### src/rtl/disp_cb_wr_ctrl.sv
// Character-buffer write sequencer: turns register strobes into RAM writes,
// tracks the window pointer with a shift-add row base, and runs a full clear.
module disp_cb_wr_ctrl #(
  parameter int          CB_AW    = 11,
  parameter logic [7:0]  CLR_CHAR = 8'h20
) (
  input  logic             clk,
  input  logic             rst,
  input  logic [7:0]       cw_row,
  input  logic [7:0]       cw_col,
  input  logic             cw_row_col_update,
  input  logic [7:0]       cw_x_size,
  input  logic [7:0]       cw_y_size,
  input  logic [CB_AW-1:0] cb_addr_orig,
  input  logic             cb_wr_addr_inc,
  input  logic             cb_wr_en,
  input  logic [7:0]       wr_data,
  input  logic             clr_start,
  output logic             cb_we,
  output logic [CB_AW-1:0] cb_addr,
  output logic [7:0]       cb_din,
  output logic             busy,
  output logic             clr_done,
  output logic             wr_drop,
  output logic [1:0]       fsm_state
);

  // Handshake: cb_wr_en, cw_row_col_update and clr_start are single-cycle
  // strobes with no back-pressure; a write that cannot be held is reported
  // by a one-cycle wr_drop pulse, and cb_we is a one-cycle registered strobe.

  typedef enum logic [1:0] {
    S_IDLE  = 2'd0,
    S_LOAD  = 2'd1,
    S_CLEAR = 2'd2
  } state_t;

  localparam logic [CB_AW-1:0] CLR_LAST = {CB_AW{1'b1}};

  state_t           state, state_n;
  logic [7:0]       row, col, upd_row, upd_col, pend_data;
  logic             pending, upd_pend;
  logic [CB_AW-1:0] row_base, acc, clr_cnt;
  logic [2:0]       mcnt;

  logic [8:0]       xs, ys;
  logic [CB_AW-1:0] xs_a, term, acc_sum;
  logic [31:0]      term_w;
  logic [7:0]       ld_row, ld_col, wr_byte;
  logic [7:0]       row_nx, col_nx;
  logic [CB_AW-1:0] rb_nx;

  logic do_clr, do_load, do_write, hold_wr, drop, load_done, clr_finish;
  logic save_upd, save_cw;

  assign fsm_state = state;
  assign busy      = (state != S_IDLE);

  // Zero-sized window dimensions mean 256.
  assign xs      = (cw_x_size == 8'd0) ? 9'd256 : {1'b0, cw_x_size};
  assign ys      = (cw_y_size == 8'd0) ? 9'd256 : {1'b0, cw_y_size};
  assign xs_a    = CB_AW'(xs);
  assign term_w  = 32'(xs) << mcnt;
  assign term    = term_w[CB_AW-1:0];
  assign acc_sum = acc + (row[mcnt] ? term : '0);

  assign ld_row  = cw_row_col_update ? cw_row : upd_row;
  assign ld_col  = cw_row_col_update ? cw_col : upd_col;
  assign wr_byte = pending ? pend_data : wr_data;

  // Pointer after a write when auto-increment is enabled.
  always_comb begin
    col_nx = col;
    row_nx = row;
    rb_nx  = row_base;
    if (cb_wr_addr_inc) begin
      if ({1'b0, col} >= xs - 9'd1) begin
        col_nx = 8'd0;
        if ({1'b0, row} >= ys - 9'd1) begin
          row_nx = 8'd0;
          rb_nx  = cb_addr_orig;
        end else begin
          row_nx = row + 8'd1;
          rb_nx  = row_base + xs_a;
        end
      end else begin
        col_nx = col + 8'd1;
      end
    end
  end

  always_comb begin
    state_n    = state;
    do_clr     = 1'b0;
    do_load    = 1'b0;
    do_write   = 1'b0;
    hold_wr    = 1'b0;
    drop       = 1'b0;
    load_done  = 1'b0;
    clr_finish = 1'b0;
    save_upd   = 1'b0;
    save_cw    = 1'b0;
    case (state)
      S_IDLE: begin
        if (clr_start) begin
          state_n  = S_CLEAR;
          do_clr   = 1'b1;
          drop     = cb_wr_en;
          save_upd = cw_row_col_update;
          save_cw  = 1'b1;
        end else if (cw_row_col_update || upd_pend) begin
          state_n = S_LOAD;
          do_load = 1'b1;
          drop    = cb_wr_en & pending;
          hold_wr = cb_wr_en & ~pending;
        end else if (cb_wr_en || pending) begin
          do_write = 1'b1;
          hold_wr  = cb_wr_en & pending;
        end
      end
      S_LOAD: begin
        drop    = cb_wr_en & pending;
        hold_wr = cb_wr_en & ~pending;
        if (clr_start) begin
          // Abandoned load is replayed from the latched row/col after the clear.
          state_n  = S_CLEAR;
          do_clr   = 1'b1;
          save_upd = 1'b1;
          save_cw  = cw_row_col_update;
        end else if (cw_row_col_update) begin
          do_load = 1'b1;
        end else if (mcnt == 3'd7) begin
          state_n   = S_IDLE;
          load_done = 1'b1;
        end
      end
      S_CLEAR: begin
        drop     = cb_wr_en;
        save_upd = cw_row_col_update;
        save_cw  = 1'b1;
        if (clr_start) begin
          do_clr = 1'b1;
        end else if (clr_cnt == CLR_LAST) begin
          state_n    = S_IDLE;
          clr_finish = 1'b1;
        end
      end
      default: state_n = S_IDLE;
    endcase
  end

  always_ff @(posedge clk) begin
    if (rst) begin
      state     <= S_IDLE;
      row       <= 8'd0;
      col       <= 8'd0;
      row_base  <= cb_addr_orig;
      acc       <= '0;
      mcnt      <= 3'd0;
      pending   <= 1'b0;
      pend_data <= 8'd0;
      upd_pend  <= 1'b0;
      upd_row   <= 8'd0;
      upd_col   <= 8'd0;
      clr_cnt   <= '0;
      cb_we     <= 1'b0;
      cb_addr   <= '0;
      cb_din    <= 8'd0;
      clr_done  <= 1'b0;
      wr_drop   <= 1'b0;
    end else begin
      state   <= state_n;
      cb_we   <= 1'b0;
      wr_drop <= drop;

      if (state == S_CLEAR) begin
        cb_we   <= 1'b1;
        cb_addr <= clr_cnt;
        cb_din  <= CLR_CHAR;
        clr_cnt <= clr_cnt + 1'b1;
      end
      if (do_clr) begin
        clr_cnt  <= '0;
        clr_done <= 1'b0;
      end
      if (clr_finish) clr_done <= 1'b1;

      if (do_load) begin
        row      <= ld_row;
        col      <= ld_col;
        acc      <= cb_addr_orig;
        mcnt     <= 3'd0;
        upd_pend <= 1'b0;
      end else if (state == S_LOAD && !do_clr) begin
        acc  <= acc_sum;
        mcnt <= mcnt + 3'd1;
        if (load_done) row_base <= acc_sum;
      end

      if (save_upd) begin
        upd_pend <= 1'b1;
        upd_row  <= save_cw ? cw_row : row;
        upd_col  <= save_cw ? cw_col : col;
      end

      if (do_write) begin
        cb_we    <= 1'b1;
        cb_addr  <= row_base + CB_AW'(col);
        cb_din   <= wr_byte;
        row      <= row_nx;
        col      <= col_nx;
        row_base <= rb_nx;
        pending  <= 1'b0;
      end
      if (hold_wr) begin
        pending   <= 1'b1;
        pend_data <= wr_data;
      end
    end
  end

endmodule

### config.mk
export PLATFORM = sky130hd
export DESIGN_NAME = disp_cb_wr_ctrl
export DESIGN_NICKNAME = d
export VERILOG_FILES = /design/src/rtl/disp_cb_wr_ctrl.sv
export SDC_FILE = /design/constraint.sdc
export NUM_CORES = 1
export LEC_CHECK = 0
export ABC_AREA = 1
export CAP_MARGIN = 10
export CORE_UTILIZATION = 43
export DETAILED_ROUTE_END_ITERATION = 16
export PLACE_DENSITY_LB_ADDON = 0.25
export SLEW_MARGIN = 20
export SYNTH_ARGS = -nofsm -noshare
export SYNTH_HDL_FRONTEND = slang
export SYNTH_SLANG_ARGS = --single-unit
### constraint.sdc
create_clock -name clk -period 10.1 [get_ports clk]
set_clock_uncertainty 0.2 [all_clocks]
set_input_delay 1.01 -clock clk [delete_from_list [all_inputs] [get_ports clk]]
set_output_delay 1.01 -clock clk [all_outputs]
set_load 0.01 [all_outputs]
* After elaboration in Yosys (flattened, before gate mapping)
Index checks and enable logic that the tools add are counted.
** Word-level totals
- Input bits :: 57
- Flip-flop bits (word level) :: 102
- Output and inout port bits :: 25
- Logic and storage cells :: 147
** Operators by class
- Shifts and indexed selects :: 1
- Bitwise logic cells :: 3
- $lt $le $gt $ge :: 3
- Multiplexer cells :: 77
- Add/subtract/negate cells :: 9
- Equal/unequal tests :: 14
- Reductions and logical operators :: 23
** Operator list (count)
- 2-to-1 mux 11 bit :: 13
- 2-to-1 mux 8 bit :: 16
- 2-to-1 mux 1 bit :: 32
- greater-or-equal comparator 8 x 9 -> 1 bit :: 2
- 2-to-1 mux 9 bit :: 2
- subtractor 9 x 1 -> 9 bit, second input constant :: 2
- adder 8 x 1 -> 8 bit, second input constant :: 2
- zero test 8 bit :: 2
- 2-to-1 mux 2 bit :: 7
- nonzero test 2 bit :: 7
- != test 3 bit, second input constant :: 4
- adder 11 x 1 -> 11 bit, second input constant :: 1
- adder 11 bit :: 1
- adder 11 x 8 -> 11 bit :: 1
- adder 11 x 9 -> 11 bit :: 1
- equality test 11 bit, second input constant :: 1
- << shifter 9 x 3 -> 11 bit :: 1
- AND reduction 5 bit :: 2
- one-hot mux 1 bit (3 select lines) :: 3
- != test 2 bit, second input constant :: 3
- != test 3 x 2 -> 1 bit, second input constant :: 2
- one-hot mux 2 bit (3 select lines) :: 1
- nonzero test 3 bit :: 2
- less-than comparator 3 x 4 -> 1 bit, second input constant :: 1
- other kinds (17) :: 21

* Longest topological paths before layout
Gate-level depths: netlist (run 1).
- Depth in word-level cells :: 10
- Mapped depth :: 23
- Depth with buffers taken out :: 23

* Least setup slack after synthesis (run 1)
No wires, ideal clock.
- Path kind :: input-to-reg
- Start :: input port cw_x_size[1]
- End :: register row_base[0] (enable)
- Setup time :: 386 ps
- Stages on the path :: 18
- Data arrival time :: 3680 ps
- Required time :: 9514 ps
- Setup slack :: 5834 ps
- Path buffers :: 0
- Path through :: inv_1 -> ha_1 -> nand2_1 -> nor2_1 -> nand2_1 -> inv_1 -> nor2_1 -> inv_1 -> nand2_1 -> nor2_1 -> nand3_1 -> xor2_1 -> ha_1 -> and3_1 -> nand3b_1 -> nand4_1 -> nor2_1 -> a31oi_1
** On the way
- Word-level cells in the longest chain between the ends :: 6
** RTL lines
- from (decl) :: line 12 : input logic [7:0] cw_x_size,
- zero test 8 bit :: line 60 : assign xs = (cw_x_size == 8'd0) ? 9'd256 : {1'b0, cw_x_size};
- 2-to-1 mux 9 bit * :: line 60
- subtractor 9 x 1 -> 9 bit * :: line 77 : if ({1'b0, col} >= xs - 9'd1) begin
- greater-or-equal comparator 8 x 9 -> 1 bit * :: line 77
- != test 3 x 2 -> 1 bit (no source line) *
- AND reduction 5 bit (no source line) *
- to (signal assigned) :: line 157 : row_base <= cb_addr_orig;
- to (signal assigned) :: line 197 : if (load_done) row_base <= acc_sum;
- to (signal assigned) :: line 212 : row_base <= rb_nx;
- to (decl) :: line 43 : logic [CB_AW-1:0] row_base, acc, clr_cnt;
Every way passes the cells marked *; elsewhere a longest branch is shown, timed or not.
A chain may end at the register's enable or synchronous reset.

* Worst setup path in the final report (run 1)
- Start :: input port cw_y_size[0]
- End :: register row_base[10] (data pin)
** On the way
- Word-level cells in the longest chain between the ends :: 9
** RTL lines
- from (decl) :: line 13 : input logic [7:0] cw_y_size,
- zero test 8 bit :: line 61 : assign ys = (cw_y_size == 8'd0) ? 9'd256 : {1'b0, cw_y_size};
- 2-to-1 mux 9 bit * :: line 61
- subtractor 9 x 1 -> 9 bit * :: line 79 : if ({1'b0, row} >= ys - 9'd1) begin
- greater-or-equal comparator 8 x 9 -> 1 bit * :: line 79
- 2-to-1 mux 11 bit * :: line 79
- 2-to-1 mux 11 bit * :: line 77
- 2-to-1 mux 11 bit * :: line 76 : if (cb_wr_addr_inc) begin
- 2-to-1 mux 11 bit * :: line 206 : if (do_write) begin
- 2-to-1 mux 11 bit * :: line 153 : if (rst) begin
Every way passes the cells marked *; elsewhere a longest branch is shown, timed or not. The select of a mux whose other input is x is not followed.

==> impl_results.md, run 1 <==
* Status: finished, final reports clean
* Largest net degree at the start of global routing at 63
* CTS tree: yes
* Final cycle utilization of the critical path at 50.4%
* Cts bufs inserted at 9
* Critical Path, Cell by Cell: clkdlybuf4s50_1 > inv_1 > ha_1 > nand2_1 > nor2_1 > a21oi_1 > nor2_1 > nand3b_1 > nor3_1 > xor2_1 > inv_1 > ha_1 > and3_1 > nand4_1 > nand4_1 > inv_1 > nand3_1 > nand2_1 > nand3_1
* Worst Path Max Fanout at 18
* Antenna-violating nets left at 0
* Most frequent cell after synthesis: nand2_1
* CP Data Arrival Time at 5000 ps
* Post-DP HPWL at 16100 um
* Slew Limit Fails at 0
* Detailed Routing Iterations Pass 1 at 5
* CTS H-Tree Depth at 3
* Layout cells sized above 1 at 3.95%
* Vias/cell at 5.34
* Worst setup EP type: flip-flop
* CP max stage cell: inv_1
* I/O Pins at 82
* Routed length per instance at 15.2 um
* Worst slew pin tran at 855 ps
* Pwr per Cell Area at 132 nW/um2
* Top post-synthesis cells by count: nand2_1 (266), inv_1 (121), o21ai_0 (108)
* Final min period at 5090 ps
* Initial Util at 44.5%
* # Post-CTS Setup Buffers at 0
* Residual DRC at 0
* FMAX at between 150 and 200 MHz
* Ant. Diodes at 0
* Mapped Area at 7420 um2
* Hold_sp: upd_row[0]
* Cell variety after synth at 51
* P&R area growth vs syn at 16.9%
* Cell mode on critical path: inv_1
* CTS root buf: clkbuf_16
* Clk_lat worst skew at 360 ps
* Grt peak-use layer: met2
* End-of-flow core utilization at between 50 and 60%
* RePlAce Congestion at 0.899
* Reg clk slew, reported paths at 70 ps
* Met3 Resource Use GR at 3.81%
* Global route overflow at 0
* Max-Cap Viols at 0
* Mean Syn Cell Area at 6.59 um2
* # rows at 47
* Die X-Extent at 133 um
* CP delay by family, top: simple AND/OR/NAND/NOR gates
* Post-synth top area cell: dfxtp_1
* Seq cells post-synth at between 100 and 150
* Leakage at ~0.0037 uW
* Synth Net Count at 1236
* Synth top area share at around 25%
* Total negative setup slack at 0 ps
* Die Y at between 100 and 150 um
* Number of synthesis warnings at 0
* Final Power at 1140 uW
* Clock tree buffer depth at 2
* # hold bufs at CTS at 0
* Worst R2R Start: mcnt[0]
* Post-synth EDFFs at 11
* CP Buf/Inv Count at 4
* Core area at 16700 um2
* Synth area leaders: dfxtp_1 (25%), nand2_1 (13%), ha_1 (8.3%)
* Seq/Total Area, Yosys at 29.0%
* Met2 usage at between 30% and 40%
* Main synth FF type: dfxtp_1
* Clk sinks at 102
* Met1 usage at 34.5%
* Setup violators final at 0
* Worst Setup SP: cw_y_size[0]
* Fin nets at roughly 1300
* WS Path Type: primary input to flip-flop
* Final WL at 21400 um
* First-pass GRT wire length at ~35000 um
* Post-CTS Resized at 0
* Die area at 17800 um2
* WP data required at 10010 ps
* FFs w/ async S/R, synth at 0%
* VDD IR max at 102 uV
* Port buffer count at 81
* GRT Overall Usage at 24.6%
* Hold Crit Class: flip-flop to flip-flop
* RSZ-0062 raised after global routing: no
* Vias in the first global route at 6786
* CP max stage delay at between 600 and 700 ps
* Iteration-0 DRC Markers at 657
* Hold Violations, Final at 0
* Crit start category: primary input
* Slew headroom at 42.8%
* Syn Inst Count at 1127
* Via Count at roughly 7500
* Initial antenna violation count at 0
worst min-delay path, cell delays in order (launching register included):
cell and delay, ps:
dfxtp_1 310, nand2_1 60, a21oi_1 50
report_power, final:
part           switching (uW)  total, uW  internal, uW  leakage [uW]
clock network             170        369           199      0.000158
registers                29.5        470           440      0.000854
logic                     188        305           118       0.00267
total                     387       1140           757       0.00368
flip-flops by register name, summed over array words and instances, names as in the netlist:
signal     count
mcnt           3
acc           11
cb_we          1
upd_row        8
row            8
clr_cnt       11
pending        1
cb_addr       11
row_base      11
upd_pend       1
upd_col        8
col            8
wr_drop        1
cb_din         8
fsm_state      2
clr_done       1
pend_data      8
path summary, 6_finish.rpt:
check                      end  slack (ps)  cells past startpoint
setup / recovery  row_base[10]        5010                     19
hold / removal      upd_row[0]         260                      2
setup reg to reg  row_base[10]        6120                     17
hold reg to reg     upd_row[0]         260                      2
cells by family (layout without fill, tap and decap cells):
family	Yosys count	after routing	synth area share, %
compound gates	275	275	20.5
xor+xnor	29	29	3.42
fa+ha+maj	52	52	9.07
buf+inv	172	234	9.24
flops	102	102	29.0
mux	7	7	0.944
simple gates	490	490	27.9
cells in the final DEF (no fill, tap or decap), drive strengths merged, types with 5 or more instances in the layout:
| cell | synthesis | routed |
|---|---|---|
| mux2i | 7 | 7 |
| o21ai | 120 | 120 |
| buf | 15 | 7 |
| nand4 | 10 | 10 |
| a31oi | 15 | 15 |
| dfxtp | 91 | 91 |
| a21oi | 96 | 96 |
| edfxtp | 11 | 11 |
| nand3b | 5 | 5 |
| o211ai | 6 | 6 |
| xnor2 | 6 | 6 |
| nor2 | 97 | 97 |
| nand2 | 271 | 271 |
| inv | 129 | 131 |
| nor3 | 18 | 18 |
| xor2 | 23 | 23 |
| nand3 | 79 | 79 |
| clkbuf | 26 | 11 |
| o22ai | 9 | 9 |
| clkdlybuf4s50 | 0 | 80 |
| o21a | 8 | 8 |
| a21boi | 7 | 7 |
| clkinv | 2 | 5 |
| ha | 49 | 49 |
routing by layer:
layer  part of all wire, %  wire [um]
met2                    45       9640
met3                   5.3       1140
met5                     0          0
met1                    48      10300
met4                   1.4        307
cell type report:
type	instances	area, um2
inverter	131	494
clock buffer	11	275
clock inverter	5	36.3
timing repair buffer	87	851
sequential	102	2150
tap	220	275
multi-input combinational	853	4590
fill	1715	8020
through the flow:
stage / hold WS [ps] / area [um2] / setup slack [ps] / cells
final: 264 / 8680 / 5010 / 1409
after global routing: 280 / 8680 / 4610 / 1409
after CTS: 262 / 8680 / 5000 / 1409
after detailed placement: 250 / 8370 / 4640 / 1393
after global placement: 246 / 8360 / 4690 / 1393
after floorplan: 237 / 7420 / 5830 / 1127
(Power assumes the default switching activity.)
==> inputs of run 2 (changes only) <==
==> constraint.sdc (replaced) <==
create_clock -name clk -period 5.3 [get_ports clk]
set_clock_uncertainty 0.2 [all_clocks]
set_input_delay 0.53 -clock clk [delete_from_list [all_inputs] [get_ports clk]]
set_output_delay 0.53 -clock clk [all_outputs]
set_load 0.01 [all_outputs]
==> run 2 against run 1 <==
- first-iteration DRC count is 0.15% lower
- core utilization up 0.21 points
- routed wire length grew 0.68%
- highest routed layer unchanged
- worst hold slack got worse by 3.7 ps
- critical path depth up 1
- count of clock-buffer cells in the layout grew 1
- via count is 0.73% higher
- die area unchanged
- combinational power rose by 93%
- largest power group unchanged
- critical path type unchanged
- critical endpoint is now row[2]
==> impl_results.md, run 2 (synthesized netlist as in run 1, its figures left out) <==
* RePlAce Congestion at 0.892 (-0.71%)
* CTS root buf: clkbuf_16
* Commonest cells after routing, fill and taps aside: nand2_1 (266), inv_1 (121), o21ai_0 (108)
* GRT Overall Usage at 24.7% (+0.073 points)
* FMAX at 243 MHz
* VDD IR max at 171 uV (+68%)
* Commonest non-fill, non-tap cell in the layout: nand2_1
* Hold Violations, Final at 0 (unchanged)
* Die area at 17800 um2 (unchanged)
* Max-Cap Viols at 0 (unchanged)
* Final min period at a little over 4000 ps
* FF-to-FF path depth at 17 (unchanged)
* RSZ-0062 raised after global routing: no
* I/O Pins at 82 (unchanged)
* CP max stage delay at 570 ps (-120 ps)
* Initial antenna violation count at 0 (unchanged)
* Cts bufs inserted at 9 (unchanged)
* Reg2Reg Capture Point: row_base[10]
* Pwr per Cell Area at 255 nW/um2 (+93%)
* Hold Crit Class: flip-flop to flip-flop
* Residual DRC at 0 (unchanged)
* Total negative setup slack at 0 ps (unchanged)
* CP Data Arrival Time at 4170 ps (-830 ps)
* Layout cells sized above 1 at 4.03% (+0.074 points)
* Die Y at 133 um (unchanged)
* Initial Util at 44.5% (unchanged)
* Fin area at 8710 um2 (+0.40%)
* Crit start category: primary input
* R2R Setup Slk at 1310 ps (-4810 ps)
* Vias in the first global route at 6896 (+1.6%)
* Critical Path, Cell by Cell: clkdlybuf4s50_1 > inv_1 > ha_1 > nand2_1 > nor2_1 > nand2_1 > inv_1 > nor2_1 > inv_1 > nand2_1 > nor2_1 > nand3_1 > xor2_1 > ha_1 > and3_1 > nand3b_1 > nand4_1 > o21ai_2 > a21oi_1 > o21a_1
* End-of-flow core utilization at 52.2% (+0.21 points)
* # hold bufs at CTS at 0 (unchanged)
* Fin nets at 1297 (+0.31%)
* CTS H-Tree Depth at 3 (unchanged)
* WS Path Type: primary input to flip-flop
* Clk sinks at 102 (unchanged)
* # Post-CTS Setup Buffers at 0 (unchanged)
* Ant. Diodes at 0 (unchanged)
* Status: finished, final reports clean
* Core area at 16700 um2 (unchanged)
* Worst setup EP type: flip-flop
* Die X-Extent at 133 um (unchanged)
* Slew Limit Fails at 0 (unchanged)
* Reg clk slew, reported paths at 70 ps (about the same)
* Detailed Routing Iterations Pass 1 at 5 (unchanged)
* Post-DP HPWL at 16200 um (+0.45%)
* CTS tree: yes
* Hold_sp: upd_row[3]
* Port buffer count at 81 (unchanged)
* CP delay by family, top: simple AND/OR/NAND/NOR gates
* Via Count at 7584 (+0.73%)
* Vias/cell at 5.37 (+0.52%)
* Routed length per instance at 15.2 um (+0.47%)
* First-pass GRT wire length at 35100 um (+1.0%)
* Clock tree buffer depth at 2 (unchanged)
* Worst R2R Start: mcnt[0]
* Iteration-0 DRC Markers at 656 (-0.15%)
* Setup violators final at 0 (unchanged)
* Antenna-violating nets left at 0 (unchanged)
* Final WL at 21500 um (+0.68%)
* Final cycle utilization of the critical path at 77.7%
* Worst hold endpoint: upd_row[3]
* WP data required at 5350 ps (-4660 ps)
* CP Buf/Inv Count at 4 (unchanged)
* Slew headroom at 42.3% (-0.45 points)
* Global route overflow at 0 (unchanged)
* Leakage at 0.00370 uW (+0.57%)
* Post-CTS Resized at 0 (unchanged)
* Clk_lat worst skew at 360 ps (about the same)
* CP max stage cell: o21ai_2
* Worst Path Max Fanout at 16 (-2)
* Hold path cells at 2 (unchanged)
* # rows at 47 (unchanged)
* Largest net degree at the start of global routing at 34 (-46%)
* P&R area growth vs syn at 17.3%
* Post-DP Area at 8390 um2 (+0.28%)
* Worst slew pin tran at 862 ps (+6.78 ps)
==> run 2: cell types whose count changed in the layout (fill, tap and decap cells not counted), moves of 2 or more <==
cell,previous run,this run
clkinv_2,2,0
bufinv_16,0,2
buf_4,6,10
clkbuf_16,11,9
clkbuf_8,0,2
==> run 2: worst min-delay path, cell delays in order (launching register included) <==
cell and delay [ps]:
dfxtp_1 310, nand2_1 60, a21oi_1 50
==> run 2: per-layer routing <==
metal | vias up | global-route usage (%) | routed length (um)
met1 | 3464 | 34.2 | 10300
met2 | 214 | 39.3 | 9620
met5 | - | 0 | 0
met4 | 0 | 7.51 | 456
met3 | 26 | 3.92 | 1140
li1 | 3880 | - | -
==> run 2: how the worst max path moves through the flow <==
stage	start	endpoint	slack [ps]	cells after the start
2_1_floorplan	cw_x_size[1]	row_base[0]	1510	18
3_3_place_gp	cw_x_size[1]	row[2]	940	20
3_5_place_dp	cw_x_size[1]	row[2]	850	20
4_1_cts	cw_x_size[1]	row[2]	1230	20
5_1_grt	cw_x_size[1]	row[5]	890	20
6_report	cw_x_size[1]	row[2]	1180	20
==> run 2: through the flow <==
| stage | hold WS [ps] | power [uW] | setup WS, ps | instances |
|---|---|---|---|---|
| floorplan | 237 | 1290 | 1510 | 1127 |
| global placement | 246 | 1490 | 939 | 1397 |
| detailed placement | 250 | 1490 | 853 | 1397 |
| CTS | 264 | 2230 | 1230 | 1412 |
| global route | 279 | 2350 | 887 | 1412 |
| finish | 260 | 2220 | 1180 | 1412 |
==> run 2: final cells by class <==
cell class	count	area (um2)
clock buffer	12	256
clock inverter	3	66.3
fill	1719	7990
inverter	131	494
multi-input combinational	853	4590
sequential	102	2150
tap	220	275
timing repair buffer	91	881
==> run 2: power breakdown <==
part	total (uW)	internal (uW)	switching, uW
clock	736	438	298
sequential	896	839	56.6
combinational	588	227	361
total	2220	1500	716
